`config.mk`:
```
export PLATFORM = sky130hd
export DESIGN_NAME = dg0045_display_scanner
export DESIGN_NICKNAME = d
export VERILOG_FILES = /design/src/rtl/dg0045_display_scanner.sv
export SDC_FILE = /design/constraint.sdc
export NUM_CORES = 1
export LEC_CHECK = 0
export CAP_MARGIN = 10
export CORE_MARGIN = 2
export CORE_UTILIZATION = 50
export DETAILED_ROUTE_END_ITERATION = 10
export PLACE_DENSITY_LB_ADDON = 0.08
export SETUP_SLACK_MARGIN = 0.1
export SYNTH_ARGS = -nofsm -noshare
export SYNTH_HDL_FRONTEND = slang
export SYNTH_SLANG_ARGS = --single-unit
```
`constraint.sdc`:
```
create_clock -name clk -period 5.1 [get_ports clk]
set_clock_uncertainty 0.2 [all_clocks]
set_input_delay 1.02 -clock clk [delete_from_list [all_inputs] [get_ports clk]]
set_output_delay 1.02 -clock clk [all_outputs]
set_load 0.1 [all_outputs]
```
`src/rtl/dg0045_display_scanner.sv`:
```
// Display scanner for the DG0045-class core: captures ND strobes into a digit
// shift buffer and multiplexes hex-decoded digits across one-hot digit enables.
module dg0045_display_scanner #(
   parameter int NDIGITS   = 8,
   parameter int SCAN_DIV  = 1024,
   parameter int BLANK_CYC = 8,
   parameter int MIN_LOW   = 1
) (
   input  logic               clk,
   input  logic               RESET,
   input  logic [3:0]         nL,
   input  logic               ND,
   input  logic               blank_in,
   output logic [6:0]         seg,
   output logic               dp,
   output logic [NDIGITS-1:0] dig_en,
   output logic               frame_tick,
   output logic [7:0]         wr_count
);

   localparam int IW = (NDIGITS > 1) ? $clog2(NDIGITS) : 1;
   localparam int PW = $clog2(SCAN_DIV);
   localparam logic [IW-1:0] IDX_LAST  = IW'(NDIGITS - 1);
   localparam logic [PW-1:0] PRE_LAST  = PW'(SCAN_DIV - 1);
   localparam logic [PW-1:0] PRE_BLANK = PW'(BLANK_CYC);
   localparam logic [1:0]    MIN_LOW_C = 2'(MIN_LOW);

   logic               nd_s1_reg, nd_s2_reg;
   logic [3:0]         nl_s1_reg, nl_s2_reg;
   logic [1:0]         low_cnt_reg;
   logic [3:0]         digit_reg  [NDIGITS];
   logic [3:0]         digit_next [NDIGITS];
   logic [NDIGITS-1:0] dp_mask_reg, dp_mask_next;
   logic [7:0]         wr_count_reg;
   logic [PW-1:0]      pre_reg, pre_next;
   logic [IW-1:0]      idx_reg, idx_next;
   logic [6:0]         seg_reg, seg_next;
   logic               dp_reg, dp_next;
   logic [NDIGITS-1:0] dig_en_reg, dig_en_next;
   logic               frame_tick_reg;
   logic               accept, pre_tc, show;

   function automatic logic [6:0] hex7(input logic [3:0] d);
      case (d)
         4'h0: hex7 = 7'h3F;  4'h1: hex7 = 7'h06;  4'h2: hex7 = 7'h5B;  4'h3: hex7 = 7'h4F;
         4'h4: hex7 = 7'h66;  4'h5: hex7 = 7'h6D;  4'h6: hex7 = 7'h7D;  4'h7: hex7 = 7'h07;
         4'h8: hex7 = 7'h7F;  4'h9: hex7 = 7'h6F;  4'hA: hex7 = 7'h77;  4'hB: hex7 = 7'h7C;
         4'hC: hex7 = 7'h39;  4'hD: hex7 = 7'h5E;  4'hE: hex7 = 7'h79;  default: hex7 = 7'h71;
      endcase
   endfunction

   // low_cnt still holds the length of the low run in the first high cycle,
   // so that cycle is exactly the 0->1 edge of the synchronized strobe.
   assign accept = nd_s2_reg && (low_cnt_reg >= MIN_LOW_C);

   always_ff @(posedge clk or negedge RESET) begin
      if (!RESET) begin
         nd_s1_reg    <= 1'b1;
         nd_s2_reg    <= 1'b1;
         nl_s1_reg    <= 4'hF;
         nl_s2_reg    <= 4'hF;
         low_cnt_reg  <= 2'd0;
         wr_count_reg <= 8'd0;
         dp_mask_reg  <= '0;
      end else begin
         nd_s1_reg <= ND;
         nd_s2_reg <= nd_s1_reg;
         nl_s1_reg <= nL;
         nl_s2_reg <= nl_s1_reg;
         if (nd_s2_reg)
            low_cnt_reg <= 2'd0;
         else if (low_cnt_reg != 2'd3)
            low_cnt_reg <= low_cnt_reg + 2'd1;
         if (accept)
            wr_count_reg <= wr_count_reg + 8'd1;
         dp_mask_reg <= dp_mask_next;
      end
   end

   assign dp_mask_next = accept ? {dp_mask_reg[NDIGITS-2:0], 1'b0} : dp_mask_reg;

   generate
      for (genvar gi = 0; gi < NDIGITS; gi++) begin : g_digit
         if (gi == 0) begin : g_head
            assign digit_next[gi] = accept ? ~nl_s2_reg : digit_reg[gi];
         end else begin : g_tail
            assign digit_next[gi] = accept ? digit_reg[gi-1] : digit_reg[gi];
         end

         always_ff @(posedge clk or negedge RESET) begin
            if (!RESET)
               digit_reg[gi] <= 4'h0;
            else
               digit_reg[gi] <= digit_next[gi];
         end

         assign dig_en_next[gi] = (idx_next == IW'(gi));
      end
   endgenerate

   assign pre_tc   = (pre_reg == PRE_LAST);
   assign pre_next = pre_tc ? '0 : pre_reg + PW'(1);
   assign idx_next = !pre_tc ? idx_reg : ((idx_reg == IDX_LAST) ? '0 : idx_reg + IW'(1));

   // Outputs are computed from next-state values so seg, dp and dig_en change
   // together and a shift coinciding with a slot change is already visible.
   assign show     = (pre_next >= PRE_BLANK) && !blank_in;
   assign seg_next = show ? hex7(digit_next[idx_next]) : 7'h00;
   assign dp_next  = show & dp_mask_next[idx_next];

   always_ff @(posedge clk or negedge RESET) begin
      if (!RESET) begin
         pre_reg        <= '0;
         idx_reg        <= '0;
         seg_reg        <= 7'h00;
         dp_reg         <= 1'b0;
         dig_en_reg     <= '0;
         frame_tick_reg <= 1'b0;
      end else begin
         pre_reg        <= pre_next;
         idx_reg        <= idx_next;
         seg_reg        <= seg_next;
         dp_reg         <= dp_next;
         dig_en_reg     <= dig_en_next;
         frame_tick_reg <= pre_tc && (idx_reg == IDX_LAST);
      end
   end

   assign seg        = seg_reg;
   assign dp         = dp_reg;
   assign dig_en     = dig_en_reg;
   assign frame_tick = frame_tick_reg;
   assign wr_count   = wr_count_reg;

endmodule
```
==> results of run 1 <==
[final cells by class]
cell class | count | share of cell area [%]
clock buffer | 11 | 3.244
clock inverter | 5 | 0.8043
inverter | 19 | 1.582
multi-input combinational | 256 | 35.82
sequential | 90 | 48.53
tap | 102 | 2.735
timing repair buffer | 35 | 7.292
[cell usage after synthesis (2+ instances only)]
cell type	instances	share of area [%]
nand2_1	89	8.2
dfrtp_1	80	49
nor2_1	28	2.6
mux2i_1	19	4.6
inv_1	16	1.5
ha_1	13	4.0
dfstp_2	10	6.4
xnor2_1	10	2.1
mux2_2	8	2.2
nand3_1	7	0.86
o211ai_1	7	1.3
buf_2	6	0.73
clkbuf_1	6	0.55
nand4_1	6	0.92
nor3_1	6	0.73
xor2_1	6	1.3
o21ai_0	5	0.61
a21oi_1	4	0.49
a211oi_1	3	0.55
and3_1	3	0.46
o22ai_1	3	0.46
a21o_1	2	0.37
a221oi_1	2	0.43
and2_1	2	0.31
and4_1	2	0.43
buf_4	2	0.37
inv_2	2	0.18
mux2_4	2	0.73
nor3b_1	2	0.37
or3_1	2	0.31
[worst paths after layout]
path / from / endpoint / slack (ns) / cells after the start
max: pre_reg[0] / seg[0] / 1.22 / 13
min: nl_s1_reg[2] / nl_s2_reg[2] / 0.16 / 0
max reg2reg: pre_reg[0] / seg[0] / 1.22 / 13
min reg2reg: nl_s1_reg[2] / nl_s2_reg[2] / 0.16 / 0
max in group asynchronous: RESET / nl_s2_reg[1] / 3.26 / 2
min in group asynchronous: RESET / low_cnt_reg[1] / 0.47 / 1
[cell families after synthesis]
family          count (synthesis)
compound gates                 43
xor+xnor                       16
fa+ha+maj                      13
buf+inv                        35
flops                          90
mux                            29
simple gates                  155
[critical path, cell delays in order, from the launching register on]
cell	delay [ns]
dfrtp_1	0.41
ha_1	0.22
nand4_1	0.20
nor3_4	0.39
mux2i_1	0.61
inv_2	0.28
nand2_1	0.20
o22ai_1	0.12
nor2_2	0.25
inv_1	0.12
ha_1	0.23
nand2_1	0.07
mux2i_1	0.10
a2111oi_2	0.35
[power groups by stage]
stage | registers, mW | logic, mW | clock network, mW
after floorplan | 1.25 | 0.376 | 0
after global placement | 0.973 | 0.848 | 0
after detailed placement | 0.975 | 0.850 | 0
after CTS | 0.962 | 0.855 | 0.473
after global routing | 0.981 | 0.920 | 0.506
final | 0.962 | 0.851 | 0.455
[layout by cell type (no fill, tap or decap), types with 4 or more instances in the layout]
cell	instances
nand3_1	7
o21ai_0	5
nand4_1	6
clkdlybuf4s50_1	31
nand2_1	89
a21oi_1	4
xnor2_1	10
mux2_2	8
xor2_1	6
clkbuf_8	11
inv_1	16
mux2i_1	19
dfstp_2	10
o211ai_1	7
ha_1	13
dfrtp_1	80
buf_4	4
nor3_1	6
nor2_1	28
[routing by layer]
metal / up-vias / wire, um / share of wire, %
met5: - / 0 / 0
met4: 0 / 118 / 1.6
met3: 9 / 285 / 3.8
met2: 48 / 3442 / 46
met1: 1320 / 3702 / 49
li1: 1350 / - / -
[stage by stage]
step	setup slack [ns]	total power [mW]	std cells	cell area [um2]	utilization, %
6_report	1.217	2.268	518	4667	59.78
5_1_grt	0.8395	2.406	518	4667	59.78
4_1_cts	1.196	2.289	518	4667	59.78
3_5_place_dp	1.195	1.825	502	4478	57.36
3_3_place_gp	1.290	1.822	502	4478	57.36
2_1_floorplan	1.791	1.630	381	4090	-
==> run metrics, run 1 <==
post-layout minimum cycle time 3.883 ns; Area growth, synth to finish 14.10%; number of clock sinks 90; gr ovfl total 0; Remaining DRCs 0; syn_nets 402; Multi-input gate area 0.001672 mm2; commonest register cell after synthesis dfrtp_1; post-synthesis sequential area ratio 55.37%; most used routing layer met2; adder-cell share of the synthesized area around 4.0%; largest net degree at the start of global routing 50; Synthesis Warnings 0; number of port buffers 32; Sw Pwr 0.9279 mW; Slew headroom roughly 28%; crit path DAT 3.93 ns; Ports 33; GR met3 Demand/Resource 4.070%; share of cells above drive strength 1 13.70%; simple-gate share of the synthesized area between 10% and 20%; Post-synth ARST share 100.0%; status finished, final reports clean; Iter 0 DRT Violations 140; endpoints failing setup 0; number of fill cells about 680; CP Data Required Time 5.15 ns; final net count 432; met2 usage 28.45%; Die Area 0.008920 mm2; crit path kind reg2reg; number of antenna diodes 0; Pint 1.340 mW; hold_ws 0.1582 ns; cell area after synthesis 0.004090 mm2; Clk pin slew, worst setup/hold paths 0.08 ns; Routed WL 7.548 mm; setup bufs post-CTS 0; total clock buffers created by CTS 9; die height 94.45 um; vias in the first global route 2,679; Max Root-Sink Buffers 2; Leak 2.239 nW; Mapped Cells 381; Avg Synthesized Cell Area 10.74 um2; EDFF count, synth 0; Power Density 486.0 mW/mm2; HP Class reg2reg; Synth Area in Compound Gates under 10%; Fin Setup TNS 0 ns; cts repair resizes 0; H-tree depth 3; Fin. Hold Viols 0; GRT Overall Usage 18.55%; Synth cell types just under 60; routed length per placed instance 14.57 um; HPWL after detailed placement 5.154 mm; worst-margin pin slew 1.082 ns; Max FO, Critical Path 15; register cell area after layout 0.002265 mm2; Row Count 32; Root Driver clkbuf_8; clock power share between 20% and 30%; initial antenna violation count 0; xor-xnor portion of the synthesized cell area about 3.4%; via count 2,727; core area 0.007807 mm2; max FFs per register 32; unrepaired setup endpoints after global routing no; Post-DRT Antenna Nets 0; initial core utilization a little over half; CTS tree done; Hold-fix buffers, CTS 0; flops & latches, synth 90; largest family of logic cells by synthesized area simple AND/OR/NAND/NOR gates; vias per cell 5.264; first-pass GRT wire length 12.60 mm; drt pass-1 iters 4; grt met1 use 25.89%; mux cell area share after synthesis 7.586%; crit path launch type flop; crit share post-route around 76%; max_cap viols 0; Worst VDD drop between 0.3 and 0.4 mV; Sequential Power Share a little over two fifths; Net Sw Frac 40.91%; Die Width between 90 and 100 um; clock latency on the worst-skew pair 0.36 ns; CP endpoint kind flop; Max Fclk 0.2575 GHz; Placer Congestion 0.8292; fin. max-slew vios 0; combinational share of power ~38%
Power figures use the tool's default switching activity.
==> run 2, diff against run 1 <==
clock period = 3.83 ns   (was 5.1 ns; I/O delays follow)
==> run metrics, run 2 (synthesized netlist as in run 1, its figures left out) <==
status finished, final reports clean (unchanged); initial antenna violation count 0 (unchanged); Slowest Stage Delay on Critical Path 0.49 ns (was 0.61 ns); CP endpoint kind flop (unchanged); largest net degree at the start of global routing 75 (was 50); worst-margin pin slew 0.9702 ns (was 1.082 ns); via count 2,820 (was 2,727); Routed WL 8.016 mm (was 7.548 mm); final net count 443 (was 432); placed cell area 0.004538 mm2 (was 0.004478 mm2); R2R Path End seg[0] (unchanged); Slew headroom 35.12% (was 27.90%); Post-DRT Antenna Nets 0 (unchanged); unrepaired setup endpoints after global routing no (unchanged); Placer Congestion 0.8207 (was 0.8292); Die Width 94.45 um (unchanged); Pint 1.845 mW (was 1.340 mW); worst reg-to-reg path cell count 11 (was 13); Max FO, Critical Path 13 (was 15); Fin. Hold Viols 0 (unchanged); Fin Setup TNS 0 ns (unchanged); Inst Count DP 510 (was 502); crit path launch type flop (unchanged); r2r setup slk 0.36 ns (was 1.22 ns); post-layout minimum cycle time 3.466 ns (was 3.883 ns); Iter 0 DRT Violations 104 (was 140); Worst VDD drop 0.4739 mV (was 0.3941 mV); crit share post-route 90.50% (was 76.14%); number of port buffers 32 (unchanged); most common cell after layout, fill and taps aside nand2_1 (unchanged); hold_ws 0.1598 ns (was 0.1582 ns); crit path DAT 3.51 ns (was 3.93 ns); max_cap viols 0 (unchanged); Max Fclk 0.2885 GHz (was 0.2575 GHz); endpoints failing setup 0 (unchanged); Root Driver clkbuf_8 (unchanged); Row Count 32 (unchanged); total clock buffers created by CTS 9 (unchanged); vias per cell 5.341 (was 5.264); HPWL after detailed placement 5.537 mm (was 5.154 mm); CP Data Required Time 3.87 ns (was 5.15 ns); H-tree depth 3 (unchanged); CP most frequent cell ha_1; crit path kind reg2reg (unchanged); Net Sw Frac 40.55% (was 40.91%); GRT Overall Usage 20.00% (was 18.55%); Die Area 0.008920 mm2 (unchanged); share of cells above drive strength 1 16.90% (was 13.70%); gr ovfl total 0 (unchanged); HP Class reg2reg (unchanged); Ports 33 (unchanged); Design Area, Final 0.004771 mm2 (was 0.004667 mm2); Sequential Power Share 41.4% (was 42.4%); Max Root-Sink Buffers 2 (unchanged); vias in the first global route 2,834 (was 2,679); clock power share 20.4% (was 20.1%); Hold EP nl_s2_reg[0] (was nl_s2_reg[2]); core area 0.007807 mm2 (unchanged); Area growth, synth to finish 16.64% (was 14.10%); fin cells 528 (was 518); routed length per placed instance 15.18 um (was 14.57 um); most frequent cells in the layout 89 x nand2_1, 80 x dfrtp_1, 31 x clkdlybuf4s50_1 (unchanged); Reg2Reg Launch Point idx_reg[0] (was pre_reg[0]); Overall Power 3.102 mW (was 2.268 mW); number of antenna diodes 0 (unchanged); Sw Pwr 1.258 mW (was 0.9279 mW); die height 94.45 um (unchanged); slowest CP cell a221o_1 (was mux2i_1); combinational share of power 38.2% (was 37.5%); clock latency on the worst-skew pair 0.35 ns (was 0.36 ns); number of clock sinks 90 (unchanged); drt pass-1 iters 4 (unchanged); Remaining DRCs 0 (unchanged); fin. max-slew vios 0 (unchanged); hold path cells 0 (unchanged); initial core utilization 52.39% (unchanged); CTS tree done (unchanged); Power Density 650.3 mW/mm2 (was 486.0 mW/mm2); Leak 2.296 nW (was 2.239 nW); worst path cell trace ha_1 > ha_1 > nor3b_2 > and4_4 > nor2_8 > inv_4 > mux2_4 > nor2_1 > a221o_1 > mux2i_1 > a2111oi_2 (was ha_1 > nand4_1 > nor3_4 > mux2i_1 > inv_2 > nand2_1 > o22ai_1 > nor2_2 > inv_1 > ha_1 > nand2_1 > mux2i_1 > a2111oi_2); first-pass GRT wire length 13.65 mm (was 12.60 mm); Clk pin slew, worst setup/hold paths 0.09 ns (was 0.08 ns); Hold-fix buffers, CTS 0 (unchanged); hold_sp nl_s1_reg[0] (was nl_s1_reg[2]); max FFs per register 32 (unchanged)
run 2: cell count changes in the layout (fill, tap and decap cells not counted), sizes merged:
cell,delta
clkbuf,-2
buf,+11
bufinv,+1
run 2: worst max-delay path by stage:
stage	start	end	slack (ns)
6_report	idx_reg[0]	seg[0]	0.36
5_1_grt	pre_reg[0]	seg[0]	0.11
4_1_cts	idx_reg[0]	seg[0]	0.15
3_5_place_dp	pre_reg[0]	seg[0]	0.02
3_3_place_gp	idx_reg[0]	seg[6]	0.29
2_1_floorplan	idx_reg[0]	seg[0]	0.52
run 2: metal layers:
layer	part of all wire [%]	vias up	global-route usage (%)
li1	-	1369	-
met1	47	1391	27.02
met4	1.5	0	5.435
met2	48	49	32.68
met5	0	-	0
met3	3.3	11	4.629
run 2: layout make-up:
class                   instances  area, um2
inverters                      19      73.82
fillers                       686       3037
repair buffers                 46      422.9
multi-input cells             256       1690
flip-flops and latches         90       2265
clock inverters                 6      67.56
clock buffers                   9      123.9
well taps                     102      127.6
run 2: timing repair:
| action | CTS | global route |
|---|---|---|
| pin swaps | 1 | 1 |
| hold endpoints to repair | 0 | 0 |
| resized for setup | 2 | 4 |
| setup buffers | 1 | 2 |
| setup endpoints to repair | 1 | 5 |
run 2: power by group through the flow:
stage          registers (mW)  logic (mW)  clock network, mW
3_3_place_gp             1.29        1.16                  0
5_1_grt                  1.31        1.28              0.691
6_report                 1.28        1.19              0.632
4_1_cts                  1.29        1.17              0.654
2_1_floorplan            1.67       0.501                  0
3_5_place_dp             1.30        1.17                  0
run 2: metrics by stage:
step	util, %	setup slack, ns
after detailed placement	58.13	0.02115
after CTS	60.74	0.1549
final	61.11	0.3640
after floorplan	-	0.5206
after global placement	58.13	0.2926
after global routing	61.11	0.1070
run 2: worst max-delay path: cells and delay by family (launching register included):
family | cells | cell delay [ns]
AOI/OAI and AO/OA | 2 | 0.86
and+or+nand+nor | 4 | 0.70
muxes | 2 | 0.51
DFF | 1 | 0.46
adders and majority gates | 2 | 0.44
buffers and inverters | 1 | 0.18
